===== src/rtl/fetch_unit.sv =====
// rtl/fetch_unit.sv - instruction fetch stage with prefetch FIFO
// Issues word reads to a synchronous-read imem and hands instructions with their PCs to decode.

module prefetch_fifo #(
    parameter int WIDTH = 64,
    parameter int DEPTH = 2,
    parameter int CNT_W = $clog2(DEPTH + 1)
) (
    input  logic             clk,
    input  logic             rst,
    input  logic             flush,
    input  logic             push,
    input  logic [WIDTH-1:0] push_data,
    input  logic             pop,
    output logic [WIDTH-1:0] head_data,
    output logic [CNT_W-1:0] count
);
    localparam int PTR_W = (DEPTH > 1) ? $clog2(DEPTH) : 1;

    logic [WIDTH-1:0] mem [DEPTH];
    logic [PTR_W-1:0] wr_ptr;
    logic [PTR_W-1:0] rd_ptr;

    always_ff @(posedge clk or negedge rst) begin
        if (!rst) begin
            wr_ptr <= '0;
            rd_ptr <= '0;
            count  <= '0;
        end else if (flush) begin
            wr_ptr <= '0;
            rd_ptr <= '0;
            count  <= '0;
        end else begin
            if (push) wr_ptr <= wr_ptr + PTR_W'(1);
            if (pop)  rd_ptr <= rd_ptr + PTR_W'(1);
            count <= count + CNT_W'(push) - CNT_W'(pop);
        end
    end

    // Payload needs no reset: it is only observed through a nonzero count.
    always_ff @(posedge clk) begin
        if (push && !flush) mem[wr_ptr] <= push_data;
    end

    assign head_data = mem[rd_ptr];
endmodule

module fetch_unit #(
    parameter logic [31:0] RESET_PC    = 32'h0000_0000,
    parameter int          IMEM_ADDR_W = 7,
    parameter int          FIFO_DEPTH  = 2
) (
    input  logic                   clk,
    input  logic                   rst,
    output logic [IMEM_ADDR_W-1:0] imem_rd_addr0,
    output logic                   imem_rd_en,
    input  logic [31:0]            imem_rd_dout0,
    input  logic                   stall,
    input  logic                   redirect,
    input  logic [31:0]            redirect_pc,
    output logic [31:0]            inst,
    output logic [31:0]            inst_pc,
    output logic                   inst_valid,
    output logic                   misalign_fault
);
    localparam int          CNT_W = $clog2(FIFO_DEPTH + 1);
    localparam logic [31:0] NOP   = 32'h0000_0013;

    typedef enum logic [1:0] {
        FETCH = 2'd0,
        FULL  = 2'd1,
        FAULT = 2'd2
    } state_t;

    state_t           state;
    logic [31:0]      fpc;
    logic             inflight;
    logic [31:0]      inflight_pc;
    logic [CNT_W-1:0] count;
    logic [CNT_W-1:0] count_next;
    logic [CNT_W:0]   occ_next;
    logic [63:0]      head_data;
    logic             head_valid;
    logic             pop;
    logic             push;
    logic             issue;

    always_comb begin
        head_valid = (count != '0) && !redirect;
        pop        = head_valid && !stall;
        push       = inflight && !redirect;
        // In FULL a pop this cycle frees the slot before the new word returns.
        issue      = !redirect && ((state == FETCH) || ((state == FULL) && pop));
        count_next = '0;
        if (!redirect) count_next = count + CNT_W'(push) - CNT_W'(pop);
        occ_next   = {1'b0, count_next} + (CNT_W + 1)'(issue);
    end

    always_ff @(posedge clk or negedge rst) begin
        if (!rst) begin
            state       <= FETCH;
            fpc         <= RESET_PC;
            inflight    <= 1'b0;
            inflight_pc <= '0;
        end else begin
            inflight <= issue;
            if (issue) inflight_pc <= fpc;

            if (redirect)   fpc <= redirect_pc;
            else if (issue) fpc <= fpc + 32'd4;

            if (redirect)
                state <= (redirect_pc[1:0] != 2'b00) ? FAULT : FETCH;
            else if (state != FAULT)
                state <= (occ_next == (CNT_W + 1)'(FIFO_DEPTH)) ? FULL : FETCH;
        end
    end

    prefetch_fifo #(
        .WIDTH (64),
        .DEPTH (FIFO_DEPTH),
        .CNT_W (CNT_W)
    ) u_fifo (
        .clk       (clk),
        .rst       (rst),
        .flush     (redirect),
        .push      (push),
        .push_data ({imem_rd_dout0, inflight_pc}),
        .pop       (pop),
        .head_data (head_data),
        .count     (count)
    );

    assign imem_rd_en     = issue && rst;
    assign imem_rd_addr0  = fpc[IMEM_ADDR_W+1:2];
    assign inst_valid     = head_valid;
    assign inst           = head_valid ? head_data[63:32] : NOP;
    assign inst_pc        = head_valid ? head_data[31:0] : 32'h0;
    assign misalign_fault = (state == FAULT);
endmodule


===== config.mk =====
export PLATFORM = sky130hd
export DESIGN_NAME = fetch_unit
export DESIGN_NICKNAME = d
export VERILOG_FILES = /design/src/rtl/fetch_unit.sv
export SDC_FILE = /design/constraint.sdc
export NUM_CORES = 1
export LEC_CHECK = 0
export CORE_ASPECT_RATIO = 0.8
export CORE_MARGIN = 8
export CORE_UTILIZATION = 48
export DETAILED_ROUTE_END_ITERATION = 6
export PLACE_DENSITY = 0.87
export RECOVER_POWER = 50
export SLEW_MARGIN = 25
export SYNTH_ARGS = -nofsm -noshare
export SYNTH_HDL_FRONTEND = slang
export SYNTH_SLANG_ARGS = --single-unit

===== constraint.sdc =====
create_clock -name clk -period 3.5 [get_ports clk]
set_input_delay 0.35 -clock clk [delete_from_list [all_inputs] [get_ports clk]]
set_output_delay 0.35 -clock clk [all_outputs]
set_load 0.02 [all_outputs]

==> results of run 1 <==
[final cells by class]
class / count / area [µm²]
flip-flops and latches: 199 / 5620
repair buffers: 147 / 1450
fillers: 1178 / 6300
inverters: 4 / 15.0
multi-input cells: 347 / 2430
clock buffers: 18 / 429
clock inverters: 14 / 131
well taps: 220 / 275
[synthesized netlist by cell type, types with 8 or more instances]
library cell,n
sky130_fd_sc_hd__dfrtp_1,71
sky130_fd_sc_hd__nor2_1,78
sky130_fd_sc_hd__nand2_1,34
sky130_fd_sc_hd__mux2i_1,66
sky130_fd_sc_hd__mux2_2,31
sky130_fd_sc_hd__xnor2_1,16
sky130_fd_sc_hd__o21ai_0,18
sky130_fd_sc_hd__edfxtp_1,128
sky130_fd_sc_hd__nor4_1,12
sky130_fd_sc_hd__nand4_1,8
sky130_fd_sc_hd__clkbuf_1,20
[worst max-delay path, stage by stage (launching register included)]
cell                              delay, ns
sky130_fd_sc_hd__dfrtp_1               0.43
sky130_fd_sc_hd__o21bai_4              0.39
sky130_fd_sc_hd__o21a_1                0.78
sky130_fd_sc_hd__nor3_4                0.03
sky130_fd_sc_hd__and2_1                0.19
sky130_fd_sc_hd__clkdlybuf4s50_1       0.54
[logic make-up after synthesis]
group / after synthesis
buffers and inverters: 40
AOI/OAI and AO/OA: 39
adders and majority gates: 4
DFF: 199
muxes: 103
xor gates and xnor gates: 21
and+or+nand+nor: 180
[report_power, final]
group / total (mW) / internal, mW / switching [mW]
sequential: 2.90 / 2.75 / 0.158
clock: 1.83 / 0.942 / 0.891
combinational: 0.483 / 0.264 / 0.219
[worst paths after layout]
check                                start                 to  slack (ns)  cells past startpoint
max                        u_fifo.count[0]         imem_rd_en        0.35                      5
min                        inflight_pc[31]  u_fifo.mem[0][31]        0.47                      0
max reg2reg                u_fifo.count[0]           state[0]        0.45                     10
min reg2reg                inflight_pc[31]  u_fifo.mem[0][31]        0.47                      0
max in group asynchronous              rst      u_fifo.rd_ptr        1.70                      2
min in group asynchronous              rst            fpc[20]        0.55                      2
[cells in the final DEF, fill, tap and decap left out, drive strengths merged, types with 7 or more instances in the layout]
cell type / n
dfrtp: 71
nand4: 8
nor3: 7
mux2: 37
nand3: 7
inv: 13
o21ai: 23
nor2: 78
a31oi: 7
xnor2: 16
dlygate4sd3: 32
clkbuf: 22
edfxtp: 128
mux2i: 66
or3: 7
clkdlybuf4s50: 107
nand2: 34
nor4: 13
[stage by stage]
step | setup slack [ns] | power [mW] | cells
2_1_floorplan | 0.731 | 3.20 | 586
3_3_place_gp | 0.608 | 3.41 | 917
3_5_place_dp | 0.447 | 3.45 | 917
4_1_cts | 0.321 | 5.27 | 949
5_1_grt | 0.170 | 5.40 | 949
6_report | 0.351 | 5.22 | 949
[routing by layer]
metal | vias to the layer above | part of all wire, % | track usage, %
li1 | 2401 | - | -
met4 | 0 | 1.7 | 5.49
met5 | - | 0 | 0
met1 | 2460 | 44 | 20.9
met2 | 211 | 46 | 24.5
met3 | 25 | 8.6 | 5.21
[sequential cells by signal, indices dropped and copies added, names as in the netlist]
register       flops
fpc               32
inflight           1
inflight_pc       32
state              2
u_fifo.count       2
u_fifo.mem       128
u_fifo.rd_ptr      1
u_fifo.wr_ptr      1
==> summary.txt, run 1 <==
total number of H-tree levels -> 4
dominant cell type by area after synthesis -> sky130_fd_sc_hd__edfxtp_1
post-synthesis compound-gate area fraction -> 2.86%
synthesized-area fraction occupied by xor and xnor cells -> 2.24%
insertion delay of the later-clocked pin in the worst-skew pair -> 0.43 ns
overflow left after global routing -> 0
height of the chip -> 133 µm
clk slew on worst S/H paths -> 0.07 ns
CTS tree -> done
horizontal extent of the die -> 162 µm
normalized max-slew margin -> -15.5%
number of flops mapped to enable cells by yosys -> 128
failing checks -> capacitance limit, slew limit
fraction of layout instances using a drive strength above 1 -> 10.6%
# resized after CTS -> 0
routability congestion estimate from global placement -> 0.842
count of different cell masters after synthesis -> 44
net count reported at finish -> 788
number of buffers added on ports -> 141
highest clock rate -> 318 MHz
Max Clock Skew -> 0.00712 ns
first-pass GRT wire length -> 26,900 µm
final worst-path cycle share -> 90.0%
ys async rst share -> 35.7%
status -> finished with violations
final setup vio count -> 0
CTS Root Buffer Type -> sky130_fd_sc_hd__clkbuf_16
data arrival time at the worst-slack endpoint -> 2.80 ns
category of the worst setup path capture point -> primary output
slew of the pin with the lowest slew margin -> 1.73 ns
WHS -> 0.471 ns
Overall Global Routing Usage -> 16.0%
Max VDD drop -> 325 µV
hold buffers post-CTS -> 0
initial antenna violation count -> 0
area enclosed by the die boundary -> 21,600 µm²
number of DRC violations after detailed routing -> 0
average cell area after synthesis -> 14.0 µm²
mux cell area share after synthesis -> 13.1%
dominant synthesized flop cell -> sky130_fd_sc_hd__edfxtp_1
number of rows created at floorplan -> 42
instance area after placement -> 9830 µm²
Post-CTS Setup Bufs -> 0
Synth Net Count -> 658
Max Fanout on Critical Path -> 24
setup repair after global routing missed its margin -> false
Synth Cell Area -> 8220 µm²
max-slew violations -> 133
detailed-router iteration count before antenna repair -> 5
routed wire length -> 17,200 µm
worst setup path category -> flip-flop to primary output
power per cell area -> 504 nW/µm²
sequential fraction of the synthesis area -> 68.4%
detailed-route wire length per cell -> 18.1 µm
share of the synthesized area in the top cell type -> 46.8%
area share of fa/ha/maj cells after synthesis -> 0.609%
final hold vios -> 0
TritonCTS sink count -> 199
fin crit period -> 3.15 ns
iteration-0 DRC count of the detailed router -> 422
area share of and/or/nand/nor cells after synthesis -> 10.5%
data required time of the critical path -> 3.15 ns
vias in the first global route -> 5,099
combinational family with the most area after synthesis -> multiplexers
leading cell types by total area after synthesis -> sky130_fd_sc_hd__edfxtp_1, sky130_fd_sc_hd__dfrtp_1, sky130_fd_sc_hd__mux2i_1
per-cell via count in the routed design -> 5.37
P&R area growth vs syn -> 26.0%
Cells after Synth -> 586
hold crit path type -> flip-flop to flip-flop
Setup crit start kind -> flip-flop
core occupancy in the finished layout -> 62.2%
number of storage elements in the synthesis netlist -> 199
placeable core area -> 16,700 µm²
post-route design area -> 10,400 µm²
leakage dissipation -> 3.54 nW
pin count of the biggest net entering global routing -> 72
I/O pin count -> 142
ant diodes -> 0
HPWL after detailed placement -> 11,900 µm
Warnings, synthesis -> 0
Inserted Clock Buffers -> 17
starting density of the core -> 49.4%
Total Neg Setup Slack -> 0 ns
Antenna Nets Post-Route -> 0
Clock Tree Buf Depth -> 2
Vias -> 5,097
max-cap violation count -> 2
(Power assumes the default switching activity.)
==> inputs of run 2 (changes only) <==
--- a/config.mk
+++ b/config.mk
@@ -11,7 +11,7 @@
 export DETAILED_ROUTE_END_ITERATION = 6
 export PLACE_DENSITY = 0.87
 export RECOVER_POWER = 50
-export SLEW_MARGIN = 25
+export SETUP_SLACK_MARGIN = 0.4
 export SYNTH_ARGS = -nofsm -noshare
 export SYNTH_HDL_FRONTEND = slang
 export SYNTH_SLANG_ARGS = --single-unit
==> summary.txt, run 2 (synthesis results as in run 1) <==
final worst-path cycle share -> 83.4%
number of buffers added on ports -> 141
max-cap violation count -> 2
Overall Global Routing Usage -> 16.0%
hold-critical path depth -> 0
final setup vio count -> 0
normalized max-slew margin -> -15.5%
instance area after placement -> 9830 µm²
hold crit path type -> flip-flop to flip-flop
CTS Root Buffer Type -> sky130_fd_sc_hd__clkbuf_16
Inserted Clock Buffers -> 17
total number of H-tree levels -> 4
power per cell area -> 504 nW/µm²
TritonCTS sink count -> 199
CTS tree -> done
per-cell via count in the routed design -> 5.38
final hold vios -> 0
Setup crit start kind -> flip-flop
fin crit period -> 2.92 ns
post-route design area -> 10,400 µm²
worst path buffer plus inverter count -> 1
iteration-0 DRC count of the detailed router -> 396
P&R area growth vs syn -> 26.1%
starting density of the core -> 49.4%
category of cells accounting for the largest share of critical-path delay -> compound AO/OA/AOI/OAI gates
Total Neg Setup Slack -> 0 ns
placeable core area -> 16,700 µm²
clk slew on worst S/H paths -> 0.07 ns
highest clock rate -> 342 MHz
Max Fanout on Critical Path -> 24
number of flip-flops under the largest register name -> 128
category of the worst setup path capture point -> primary output
max-slew violations -> 133
routed wire length -> 17,200 µm
routability congestion estimate from global placement -> 0.842
slew of the pin with the lowest slew margin -> 1.73 ns
largest register by flop count -> u_fifo.mem
most common cell after layout, fill and taps aside -> sky130_fd_sc_hd__edfxtp_1
Vias -> 5,109
insertion delay of the later-clocked pin in the worst-skew pair -> 0.43 ns
data arrival time at the worst-slack endpoint -> 2.57 ns
fraction of layout instances using a drive strength above 1 -> 10.7%
Post-CTS Setup Bufs -> 0
Clock Tree Buf Depth -> 2
first-pass GRT wire length -> 26,900 µm
# resized after CTS -> 1
net count reported at finish -> 788
Hold Path End -> u_fifo.mem[0][31]
top library cells by usage in the layout, fill and taps aside -> sky130_fd_sc_hd__edfxtp_1, sky130_fd_sc_hd__clkdlybuf4s50_1, sky130_fd_sc_hd__nor2_1, sky130_fd_sc_hd__dfrtp_1, sky130_fd_sc_hd__mux2i_1
detailed-router iteration count before antenna repair -> 5
reg2reg end -> state[0]
number of DRC violations after detailed routing -> 0
biggest regs -> u_fifo.mem (128), fpc (32), inflight_pc (32)
initial antenna violation count -> 0
Antenna Nets Post-Route -> 0
maximum single-stage delay on the critical path -> 0.54 ns
horizontal extent of the die -> 162 µm
detailed-route wire length per cell -> 18.1 µm
Reg2Reg Depth -> 10
failing checks -> capacitance limit, slew limit
standard cell with the maximum stage delay on the critical path -> sky130_fd_sc_hd__clkdlybuf4s50_1
I/O pin count -> 142
overflow left after global routing -> 0
HP Start -> inflight_pc[31]
data required time of the critical path -> 3.15 ns
height of the chip -> 133 µm
area enclosed by the die boundary -> 21,600 µm²
hold buffers post-CTS -> 0
ant diodes -> 0
vias in the first global route -> 5,099
Max Clock Skew -> 0.00721 ns
worst setup path category -> flip-flop to primary output
pin count of the biggest net entering global routing -> 72
R2R Setup Slk -> 0.70 ns
status -> finished with violations
leakage dissipation -> 3.54 nW
HPWL after detailed placement -> 11,900 µm
startpoint of the lowest-slack register-to-register path -> u_fifo.count[0]
number of rows created at floorplan -> 42
cells along the critical path -> o21bai_4, o21a_2, nor3_4, and2_1, clkdlybuf4s50_1
Max VDD drop -> 325 µV
setup repair after global routing missed its margin -> false
run 2: layout make-up:
cell class                 instances  area, µm²
fill                            1177       6290
sequential                       199       5620
multi-input combinational        347       2430
timing repair buffer             147       1460
clock buffer                      18        429
tap                              220        275
clock inverter                    14        131
inverter                           4       15.0
run 2: worst max path at each step:
stage / from / to / slack (ns) / depth (start not counted)
2_1_floorplan: redirect / u_fifo.mem[0][0] / 0.73 / 3
6_report: u_fifo.count[0] / imem_rd_en / 0.58 / 5
5_1_grt: u_fifo.count[0] / imem_rd_en / 0.42 / 5
3_3_place_gp: u_fifo.count[0] / state[0] / 0.61 / 10
3_5_place_dp: u_fifo.count[0] / state[0] / 0.45 / 10
4_1_cts: u_fifo.count[0] / inst[1] / 0.41 / 5
run 2: per-stage QoR:
stage / cells / utilization [%] / hold slack [ns] / power (mW) / setup WS (ns)
after CTS: 949 / 62.4 / 0.180 / 5.27 / 0.413
final: 949 / 62.2 / 0.471 / 5.22 / 0.579
after detailed placement: 917 / 59.0 / 0.450 / 3.45 / 0.447
after floorplan: 586 / - / 0.0544 / 3.20 / 0.731
after global routing: 949 / 62.2 / 0.489 / 5.40 / 0.417
after global placement: 917 / 59.0 / 0.446 / 3.41 / 0.608
run 2: where the power goes:
part	switching, mW	internal, mW	total (mW)
Combinational	0.220	0.265	0.485
Sequential	0.159	2.74	2.90
Clock	0.891	0.942	1.83
Total	1.27	3.95	5.22
run 2: worst register-to-register path: stages (launching register included):
cell and delay (ns):
sky130_fd_sc_hd__dfrtp_1 0.43, sky130_fd_sc_hd__o21bai_4 0.41, sky130_fd_sc_hd__buf_8 0.36, sky130_fd_sc_hd__nor2_1 0.14, sky130_fd_sc_hd__xor2_1 0.17, sky130_fd_sc_hd__ha_1 0.31
sky130_fd_sc_hd__nor2b_1 0.15, sky130_fd_sc_hd__ha_1 0.23, sky130_fd_sc_hd__ha_1 0.27, sky130_fd_sc_hd__nand2_1 0.05, sky130_fd_sc_hd__nor4_1 0.19
run 2: per-layer routing:
metal  routed length, µm  vias to the layer above  track usage, %
li1                    -                     2401               -
met1                7480                     2465            20.9
met2                7910                      213            24.5
met3                1500                       30            5.21
met4                 328                        0            5.49
met5                   0                        -               0
